File: config.mk
export PLATFORM = sky130hd
export DESIGN_NAME = writeback_regfile_flat
export DESIGN_NICKNAME = d
export VERILOG_FILES = /design/src/rtl/writeback_regfile_if.sv /design/src/rtl/writeback_regfile.sv /design/src/flat_wrapper.sv
export SDC_FILE = /design/constraint.sdc
export NUM_CORES = 2
export LEC_CHECK = 0
export ABC_CLOCK_PERIOD_IN_PS = 2310
export BUFFER_PORTS_ARGS = -buffer_cell sky130_fd_sc_hd__buf_2
export CAP_MARGIN = 20
export CORE_MARGIN = 8
export CORE_UTILIZATION = 52
export CTS_CLUSTER_DIAMETER = 120
export DETAILED_ROUTE_END_ITERATION = 10
export HOLD_SLACK_MARGIN = 0.06
export MAX_ROUTING_LAYER = met4
export PLACE_DENSITY = 0.84
export SLEW_MARGIN = 0
export SYNTH_ARGS = -nofsm -noshare
export SYNTH_HDL_FRONTEND = slang
export SYNTH_SLANG_ARGS = --single-unit
File: constraint.sdc
create_clock -name clk -period 2.31 [get_ports clk]
set_clock_uncertainty 0.15 [all_clocks]
set_input_delay 0.462 -clock clk [delete_from_list [all_inputs] [get_ports clk]]
set_output_delay 0.462 -clock clk [all_outputs]
set_load 0.02 [all_outputs]
File: src/rtl/writeback_regfile_if.sv
// Bundle between the memory/decode side and the write-back stage.
// Master drives M_* inputs, controls and read addresses; slave answers.
interface writeback_regfile_if;
    logic        W_stall;
    logic        W_bubble;
    logic [2:0]  M_stat;
    logic [3:0]  M_icode;
    logic [3:0]  M_dstE;
    logic [3:0]  M_dstM;
    logic [63:0] M_valE;
    logic [63:0] m_valM;
    logic [3:0]  d_srcA;
    logic [3:0]  d_srcB;
    logic [63:0] rf_valA;
    logic [63:0] rf_valB;
    logic [2:0]  W_stat;
    logic [3:0]  W_icode;
    logic [3:0]  W_dstE;
    logic [3:0]  W_dstM;
    logic [63:0] W_valE;
    logic [63:0] W_valM;
    logic [2:0]  cpu_stat;
    logic        halted;

    modport master (
        output W_stall, W_bubble,
        output M_stat, M_icode, M_dstE, M_dstM,
        output M_valE, m_valM,
        output d_srcA, d_srcB,
        input  rf_valA, rf_valB,
        input  W_stat, W_icode, W_dstE, W_dstM,
        input  W_valE, W_valM,
        input  cpu_stat, halted
    );

    modport slave (
        input  W_stall, W_bubble,
        input  M_stat, M_icode, M_dstE, M_dstM,
        input  M_valE, m_valM,
        input  d_srcA, d_srcB,
        output rf_valA, rf_valB,
        output W_stat, W_icode, W_dstE, W_dstM,
        output W_valE, W_valM,
        output cpu_stat, halted
    );
endinterface

File: src/rtl/writeback_regfile.sv
// Y86-64 write-back stage: W pipeline register, 16x64 register file,
// combinational decode read ports and the processor status FSM.
module writeback_regfile #(
    parameter logic [63:0] RSP_INIT = 64'd4095,
    parameter logic [3:0]  RNONE    = 4'hF
) (
    input  logic              clk,
    input  logic              rst_n,
    writeback_regfile_if.slave wb
);

    localparam logic [2:0] SAOK = 3'd1;
    localparam logic [2:0] SHLT = 3'd2;
    localparam logic [2:0] SADR = 3'd3;
    localparam logic [2:0] SINS = 3'd4;
    localparam logic [3:0] INOP = 4'd1;

    typedef enum logic [1:0] {
        S_RUN,
        S_HALT,
        S_ERR
    } state_t;

    state_t      state_q;
    logic [2:0]  cpu_stat_q;
    logic        halted_q;

    logic [2:0]  w_stat_q, w_stat_d;
    logic [3:0]  w_icode_q, w_icode_d;
    logic [3:0]  w_dstE_q, w_dstE_d;
    logic [3:0]  w_dstM_q, w_dstM_d;
    logic [63:0] w_valE_q, w_valE_d;
    logic [63:0] w_valM_q, w_valM_d;

    logic [63:0] regs_q [16];
    logic        wr_en;

    assign wr_en = (state_q == S_RUN) && (w_stat_q == SAOK);

    // Status FSM: leave RUN when a halt or fault reaches W; sticky after.
    always_ff @(posedge clk or negedge rst_n) begin
        if (!rst_n) begin
            state_q    <= S_RUN;
            cpu_stat_q <= SAOK;
            halted_q   <= 1'b0;
        end else begin
            unique case (state_q)
                S_RUN: begin
                    if (w_stat_q == SHLT) begin
                        state_q    <= S_HALT;
                        cpu_stat_q <= w_stat_q;
                        halted_q   <= 1'b1;
                    end else if (w_stat_q == SADR || w_stat_q == SINS) begin
                        state_q    <= S_ERR;
                        cpu_stat_q <= w_stat_q;
                        halted_q   <= 1'b1;
                    end
                end
                S_HALT, S_ERR: begin
                    state_q <= state_q;
                end
                default: begin
                    state_q <= state_q;
                end
            endcase
        end
    end

    // W register next state: frozen outside RUN, then bubble > stall > load.
    always_comb begin
        w_stat_d  = w_stat_q;
        w_icode_d = w_icode_q;
        w_dstE_d  = w_dstE_q;
        w_dstM_d  = w_dstM_q;
        w_valE_d  = w_valE_q;
        w_valM_d  = w_valM_q;
        if (state_q != S_RUN) begin
            w_stat_d = w_stat_q;
        end else if (wb.W_bubble) begin
            w_stat_d  = SAOK;
            w_icode_d = INOP;
            w_dstE_d  = RNONE;
            w_dstM_d  = RNONE;
            w_valE_d  = '0;
            w_valM_d  = '0;
        end else if (!wb.W_stall) begin
            w_stat_d  = wb.M_stat;
            w_icode_d = wb.M_icode;
            w_dstE_d  = wb.M_dstE;
            w_dstM_d  = wb.M_dstM;
            w_valE_d  = wb.M_valE;
            w_valM_d  = wb.m_valM;
        end
    end

    // W pipeline register.
    always_ff @(posedge clk or negedge rst_n) begin
        if (!rst_n) begin
            w_stat_q  <= SAOK;
            w_icode_q <= INOP;
            w_dstE_q  <= RNONE;
            w_dstM_q  <= RNONE;
            w_valE_q  <= '0;
            w_valM_q  <= '0;
        end else begin
            w_stat_q  <= w_stat_d;
            w_icode_q <= w_icode_d;
            w_dstE_q  <= w_dstE_d;
            w_dstM_q  <= w_dstM_d;
            w_valE_q  <= w_valE_d;
            w_valM_q  <= w_valM_d;
        end
    end

    // Register file commit; the later dstM write overrides dstE (popq %rsp).
    always_ff @(posedge clk or negedge rst_n) begin
        if (!rst_n) begin
            regs_q    <= '{default: '0};
            regs_q[4] <= RSP_INIT;
        end else if (wr_en) begin
            if (w_dstE_q != RNONE) begin
                regs_q[w_dstE_q] <= w_valE_q;
            end
            if (w_dstM_q != RNONE) begin
                regs_q[w_dstM_q] <= w_valM_q;
            end
        end
    end

    // Read ports see pre-commit contents; decode forwards from W_* instead.
    always_comb begin
        wb.rf_valA = (wb.d_srcA == RNONE) ? '0 : regs_q[wb.d_srcA];
        wb.rf_valB = (wb.d_srcB == RNONE) ? '0 : regs_q[wb.d_srcB];
    end

    assign wb.W_stat   = w_stat_q;
    assign wb.W_icode  = w_icode_q;
    assign wb.W_dstE   = w_dstE_q;
    assign wb.W_dstM   = w_dstM_q;
    assign wb.W_valE   = w_valE_q;
    assign wb.W_valM   = w_valM_q;
    assign wb.cpu_stat = cpu_stat_q;
    assign wb.halted   = halted_q;

endmodule

File: src/flat_wrapper.sv
// flat-port wrapper written by rule: the top's interface ports become plain ports
module writeback_regfile_flat 
#(
    parameter logic [63:0] RSP_INIT = 64'd4095,
    parameter logic [3:0]  RNONE    = 4'hF
)
  (clk, rst_n, wb_W_stall, wb_W_bubble, wb_M_stat, wb_M_icode, wb_M_dstE, wb_M_dstM, wb_M_valE, wb_m_valM, wb_d_srcA, wb_d_srcB, wb_rf_valA, wb_rf_valB, wb_W_stat, wb_W_icode, wb_W_dstE, wb_W_dstM, wb_W_valE, wb_W_valM, wb_cpu_stat, wb_halted);
  writeback_regfile_if wb_i ();
  input  logic clk;
  input  logic rst_n;
  input wire logic [$bits(wb_i.W_stall)-1:0] wb_W_stall;
  input wire logic [$bits(wb_i.W_bubble)-1:0] wb_W_bubble;
  input wire logic [$bits(wb_i.M_stat)-1:0] wb_M_stat;
  input wire logic [$bits(wb_i.M_icode)-1:0] wb_M_icode;
  input wire logic [$bits(wb_i.M_dstE)-1:0] wb_M_dstE;
  input wire logic [$bits(wb_i.M_dstM)-1:0] wb_M_dstM;
  input wire logic [$bits(wb_i.M_valE)-1:0] wb_M_valE;
  input wire logic [$bits(wb_i.m_valM)-1:0] wb_m_valM;
  input wire logic [$bits(wb_i.d_srcA)-1:0] wb_d_srcA;
  input wire logic [$bits(wb_i.d_srcB)-1:0] wb_d_srcB;
  output wire logic [$bits(wb_i.rf_valA)-1:0] wb_rf_valA;
  output wire logic [$bits(wb_i.rf_valB)-1:0] wb_rf_valB;
  output wire logic [$bits(wb_i.W_stat)-1:0] wb_W_stat;
  output wire logic [$bits(wb_i.W_icode)-1:0] wb_W_icode;
  output wire logic [$bits(wb_i.W_dstE)-1:0] wb_W_dstE;
  output wire logic [$bits(wb_i.W_dstM)-1:0] wb_W_dstM;
  output wire logic [$bits(wb_i.W_valE)-1:0] wb_W_valE;
  output wire logic [$bits(wb_i.W_valM)-1:0] wb_W_valM;
  output wire logic [$bits(wb_i.cpu_stat)-1:0] wb_cpu_stat;
  output wire logic [$bits(wb_i.halted)-1:0] wb_halted;
  assign wb_i.W_stall = wb_W_stall;
  assign wb_i.W_bubble = wb_W_bubble;
  assign wb_i.M_stat = wb_M_stat;
  assign wb_i.M_icode = wb_M_icode;
  assign wb_i.M_dstE = wb_M_dstE;
  assign wb_i.M_dstM = wb_M_dstM;
  assign wb_i.M_valE = wb_M_valE;
  assign wb_i.m_valM = wb_m_valM;
  assign wb_i.d_srcA = wb_d_srcA;
  assign wb_i.d_srcB = wb_d_srcB;
  assign wb_rf_valA = wb_i.rf_valA;
  assign wb_rf_valB = wb_i.rf_valB;
  assign wb_W_stat = wb_i.W_stat;
  assign wb_W_icode = wb_i.W_icode;
  assign wb_W_dstE = wb_i.W_dstE;
  assign wb_W_dstM = wb_i.W_dstM;
  assign wb_W_valE = wb_i.W_valE;
  assign wb_W_valM = wb_i.W_valM;
  assign wb_cpu_stat = wb_i.cpu_stat;
  assign wb_halted = wb_i.halted;
  writeback_regfile #(.RSP_INIT(RSP_INIT), .RNONE(RNONE)) u_core (.clk(clk), .rst_n(rst_n), .wb(wb_i));
endmodule
==> summary.md, run 1 <==
| Metric | Value |
|---|---|
| Largest family of logic cells by synthesized area | compound AO/OA/AOI/OAI gates |
| Fail Step | global routing |
| Unique masters post-synth | 62 |
| Post-synthesis adder-cell area fraction | 0% |
| Grt ovf | between 700 and 800 |
| Synth Area in Compound Gates | 30.08% |
| Synth warn | 0 |
| Die width | 365.0 um |
| CTS max path bufs | 3 |
| DP HPWL | 182,000 um |
| H-Tree Depth | 3 |
| Site row count | 128 |
| WEP type | output port |
| Status | stopped before the end |
| Top_reg_cell synth | dfrtp_1 |
| DP Cell Count | slightly below 8,000 |
| Total track usage | between 80% and 90% |
| Post-synth EDFFs | 0 |
| CTS buffer count | 117 |
| Clk sinks | 1,109 |
| CTS root buf | clkbuf_16 |
| Number of I/O pins | 430 |
| Syn Std Cell Area | 63,320 um^2 |
| Mux contribution to synthesized area | 15.32% |
| Routability cong. | approximately 1.0 |
| Avg Synthesized Cell Area | about 11 um^2 |
| Syn Inst Count | ~5,800 |
| # port buffers | around 430 |
| Syn nets | 5,999 |
| Sequential share of the synthesized area | between 40% and 50% |
| Error msg | [ERROR GRT-0232] Routing congestion too high. Check the congestion heatmap in the GUI. |
| Synth Area in XOR/XNOR | 0.01383% |
| Chip height | between 300 and 400 um |
| Pin count of the biggest net entering global routing | 91 |
| Post-Synth Simple-Gate Area | 4.689% |
| Async S/R FF share, synth | 100.0% |
| Initial Utilization | 52.23% |
| Post-synthesis register bit count | 1,109 |
| Place WS | -0.5298 ns |
| Worst endpoint, post-GRT repair | wb_rf_valA[0] |
routing by layer:
metal | overflow | track usage, %
met2 | 285 | 90.71
met5 | - | -
met3 | 133 | 80.22
met1 | 104 | 79.19
met4 | 230 | 76.84
logic make-up after synthesis:
| family | Yosys count |
|---|---|
| AOI/OAI and AO/OA | 2596 |
| and+or+nand+nor | 573 |
| xor gates and xnor gates | 1 |
| muxes | 640 |
| DFF | 1109 |
| buffers and inverters | 925 |
synth_stat cells, types with 7 or more instances:
library cell / number / area [um^2]
and2_1: 19 / 118.9
a22oi_1: 125 / 938.4
a2bb2oi_1: 873 / 7646
nor2_1: 67 / 251.5
o22ai_1: 1039 / 6500
dfstp_2: 23 / 604.3
mux2_2: 63 / 709.4
o21ai_0: 213 / 1066
o211ai_1: 63 / 473.0
mux4_2: 257 / 5788
a22o_1: 75 / 656.9
a221oi_1: 62 / 543.0
nor2b_1: 8 / 50.05
a21oi_2: 7 / 61.31
clkbuf_1: 489 / 1836
nand2_1: 243 / 912.1
dfrtp_1: 1086 / 27180
nand4bb_1: 7 / 78.83
o2bb2ai_1: 36 / 315.3
inv_1: 65 / 244.0
a21oi_1: 17 / 85.08
o221ai_1: 64 / 560.5
o22a_1: 12 / 105.1
buf_2: 260 / 1301
or2_2: 32 / 200.2
mux2i_1: 320 / 3203
buf_1: 106 / 397.9
nand2b_1: 143 / 894.6
what timing repair did:
action	in CTS
gates resized for setup	523
hold endpoints to repair	269
buffers inserted	168
cloned	23
hold buffers	144
setup endpoints to repair	602
pin swaps	177
per-stage QoR:
| stage | util [%] | area, um^2 |
|---|---|---|
| CTS | 68.72 | 83320 |
| global placement | 60.70 | 73590 |
| detailed placement | 60.70 | 73590 |
| floorplan | - | 64240 |
==> run 2: changes to the inputs <==
ABC_CLOCK_PERIOD_IN_PS = 3000   (was 2310)
CORE_UTILIZATION = 37   (was 52)
CTS_CLUSTER_DIAMETER = default   (was 120)
HOLD_SLACK_MARGIN = default   (was 0.06)
MAX_ROUTING_LAYER = default   (was met4)
PLACE_DENSITY = default   (was 0.84)
PLACE_DENSITY_LB_ADDON = 0.15   (was default)
clock period = 3 ns   (was 2.31 ns; I/O delays follow)
==> run 2 against run 1 <==
Net effect:
- the flow now finishes, with violations (setup timing)
- area after synthesis is the same
- synthesized cell count is the same
==> summary.md, run 2 <==
| Metric | Value |
|---|---|
| Status | finished with violations (was stopped before the end) |
| Failing checks | setup timing |
| Largest register by flop count | u_core.regs_q |
| Global-route wire length before repair | 466,700 um |
| Design Area, Final | 79,930 um^2 |
| Crit path DAT | 2.30 ns |
| Top cells by area, synth | dfrtp_1 43%, a2bb2oi_1 12%, o22ai_1 10% (unchanged) |
| Worst slew margin | 36.24% |
| Site row count | 152 (was 128) |
| Final WS setup | -0.04687 ns |
| Area of the multi-input gates | around 33,000 um^2 |
| Top_reg_cell synth | dfrtp_1 (unchanged) |
| Commonest non-fill, non-tap cell in the layout | dfrtp_1 |
| Via count | 62,270 |
| Total track usage | between 30% and 40% |
| Non-Filler Instances | 8,640 |
| Syn Inst Count | 5,844 (unchanged) |
| Placed cell area | 71,800 um^2 (was 73,590 um^2) |
| Die footprint | 184,600 um^2 |
| Post-layout minimum cycle time | 3.047 ns |
| Post-synth EDFFs | 0 (unchanged) |
| H-Tree Depth | 4 (was 3) |
| CTS max path bufs | 3 (unchanged) |
| P&R area growth vs syn | 26.23% |
| Initial antenna violation count | 7 |
| CTS buffer count | 134 (was 117) |
| Most frequent cells in the layout | 1,085 x dfrtp_1, 1,039 x o22ai_1, 873 x a2bb2oi_1 |
| VDD IR max | approximately 0.00066 V |
| Grt ovf | 0 |
| # port buffers | 429 (unchanged) |
| Pwr dens | between 1000 and 1500 nW/um^2 |
| Post-route ant nets | 0 |
| DRT iter0 DRCs | around 8,200 |
| Worst path required time | 2.25 ns |
| Synth top area share | 42.92% (unchanged) |
| Place WS | -0.5120 ns (was -0.5298 ns) |
| Seq. cell area | 27,790 um^2 |
| MaxCap Viol Count | 0 |
| Number of remaining DRC errors | 0 |
| Final-report setup violation count | 20 |
| # fillers | 15,550 |
| Slew Viols, Final | 0 |
| Avg Synthesized Cell Area | 10.83 um^2 (unchanged) |
| DP HPWL | 188,600 um (was 182,000 um) |
| Crit path capture type | primary output |
| DP Cell Count | 8,196 (was 7,741) |
| Vias per cell | 7.207 |
| Unique masters post-synth | 62 (unchanged) |
| Post-synthesis register bit count | 1,109 (unchanged) |
| Chip height | 429.7 um (was 365.0 um) |
| Largest register FFs | 960 |
| DR WL/cell | between 30 and 40 um |
| Pin count of the biggest net entering global routing | 146 |
| CTS tree | done |
| Hold WS | ~0.038 ns |
| Startpoint types | flip-flop |
| Critical path class | reg2out |
| P_leak | 0.03473 uW |
| Routability cong. | 0.8905 (was 1.012) |
| Most common cell in the synthesized netlist | dfrtp_1 (unchanged) |
| Number of I/O pins | 430 (unchanged) |
| # nets final | about 6,500 |
| Async S/R FF share, synth | 100.0% (unchanged) |
| Synth top cells by count | 1,086 x dfrtp_1, 1,039 x o22ai_1, 873 x a2bb2oi_1, 489 x clkbuf_1, 320 x mux2i_1 (unchanged) |
| Cell taking the most area after synthesis | dfrtp_1 (unchanged) |
| Syn nets | 5,999 (unchanged) |
| Clock-pin slew on the worst setup and hold paths | 0.06 ns |
| Fmax | roughly 330 MHz |
| Initial Utilization | 37.08% (was 52.23%) |
| Vias in the first global route | 61,480 |
| DR pass1 iterations | 6 |
| Clk sinks | 1,109 (unchanged) |
| Syn Std Cell Area | 63,320 um^2 (unchanged) |
| DRT Wirelength | 330,500 um |
| Sequential share of the synthesized area | 43.87% (unchanged) |
| Slew at the pin closest to its max-slew limit | ~0.96 ns |
| Final hold violations | 0 |
| CTS root buf | clkbuf_16 (unchanged) |
| Crit path max fanout | 3 |
| Hold WC Path Type | in2reg |
| Core area | 170,800 um^2 |
| RSZ-0062 raised after global routing | yes |
| Clk_lat worst skew | roughly 0.82 ns |
| Layout cell share with drive strength beyond 1 | between 20 and 30% |
| Crit share post-route | 101.6% |
| Die width | 429.7 um (was 365.0 um) |
| Synth warn | 0 (unchanged) |
[run 2: cell counts after synthesis]
No cell type changed its count.
[run 2: final cells by class]
| cell class | count | share of cell area, % |
|---|---|---|
| clock buffers | 195 | 4.875 |
| diodes | 2 | 0.006262 |
| flip-flops and latches | 1109 | 34.76 |
| repair buffers | 1181 | 14.55 |
| well taps | 2233 | 3.496 |
| clock inverters | 44 | 0.7780 |
| inverters | 66 | 0.3115 |
| multi-input cells | 3810 | 41.22 |
[run 2: per-layer routing]
layer | track usage, % | up-vias | part of all wire [%]
met2 | 51.14 | 4949 | 44
met4 | 21.07 | 0 | 7.5
met5 | 0 | - | 0
met3 | 9.146 | 1342 | 11
met1 | 43.80 | 31660 | 38
li1 | - | 24320 | -
[run 2: per-stage QoR]
step           utilization (%)  setup TNS, ns  total power, uW
3_5_place_dp             42.04         -9.553            61290
5_1_grt                  46.80         -1.365            83950
4_1_cts                  46.21        -0.7376            79380
6_report                 46.80        -0.2917            81060
3_3_place_gp             42.04         -9.613            60800
2_1_floorplan                -              0            47160
[run 2: worst paths after layout]
path,from,to,depth (start not counted),slack (ns)
min,wb_M_valE[43],u_core.wb.W_valE[43]$_DFFE_PN0P_,3,0.04
min reg2reg,u_core.wb.halted$_DFFE_PN0P_,u_core.wb.halted$_DFFE_PN0P_,1,0.32
min in group asynchronous,rst_n,u_core.regs_q[888]$_DFFE_PN0P_,2,0.21
max,u_core.regs_q[385]$_DFFE_PN0P_,wb_rf_valB[1],5,-0.05
max in group asynchronous,rst_n,u_core.regs_q[715]$_DFFE_PN1P_,4,1.33
max reg2reg,u_core.wb.W_dstM[3]$_DFFE_PN1P_,u_core.regs_q[483]$_DFFE_PN0P_,5,0.11
[run 2: cells by family after synthesis]
group / after synthesis / share of synthesized area (%)
compound gates: 2596 / 30.08
xor+xnor: 1 / 0.01383
buf+inv: 925 / 6.021
flops: 1109 / 43.87
mux: 640 / 15.32
simple gates: 573 / 4.689
[run 2: critical path, cell delays in order, from the launching register on]
cell     delay, ns
dfrtp_1       0.42
mux4_2        0.48
a22oi_1       0.17
o21ai_1       0.10
buf_4         0.18
buf_6         0.13
[run 2: power breakdown]
part           switching (uW)  internal (uW)
Clock                    7170           9940
Sequential               8160          21200
Combinational           19200          15400
Total                   34500          46600
[run 2: repair_timing]
action                                 in CTS  in global routing
setup endpoints to repair                  98                100
hold buffers                              135                  0
gates resized for setup                   274                168
cloned                                      9                  3
endpoints found under the hold margin     171                  0
pin swaps                                  63                 60
buffers inserted                           31                 40
(Power assumes the default switching activity.)
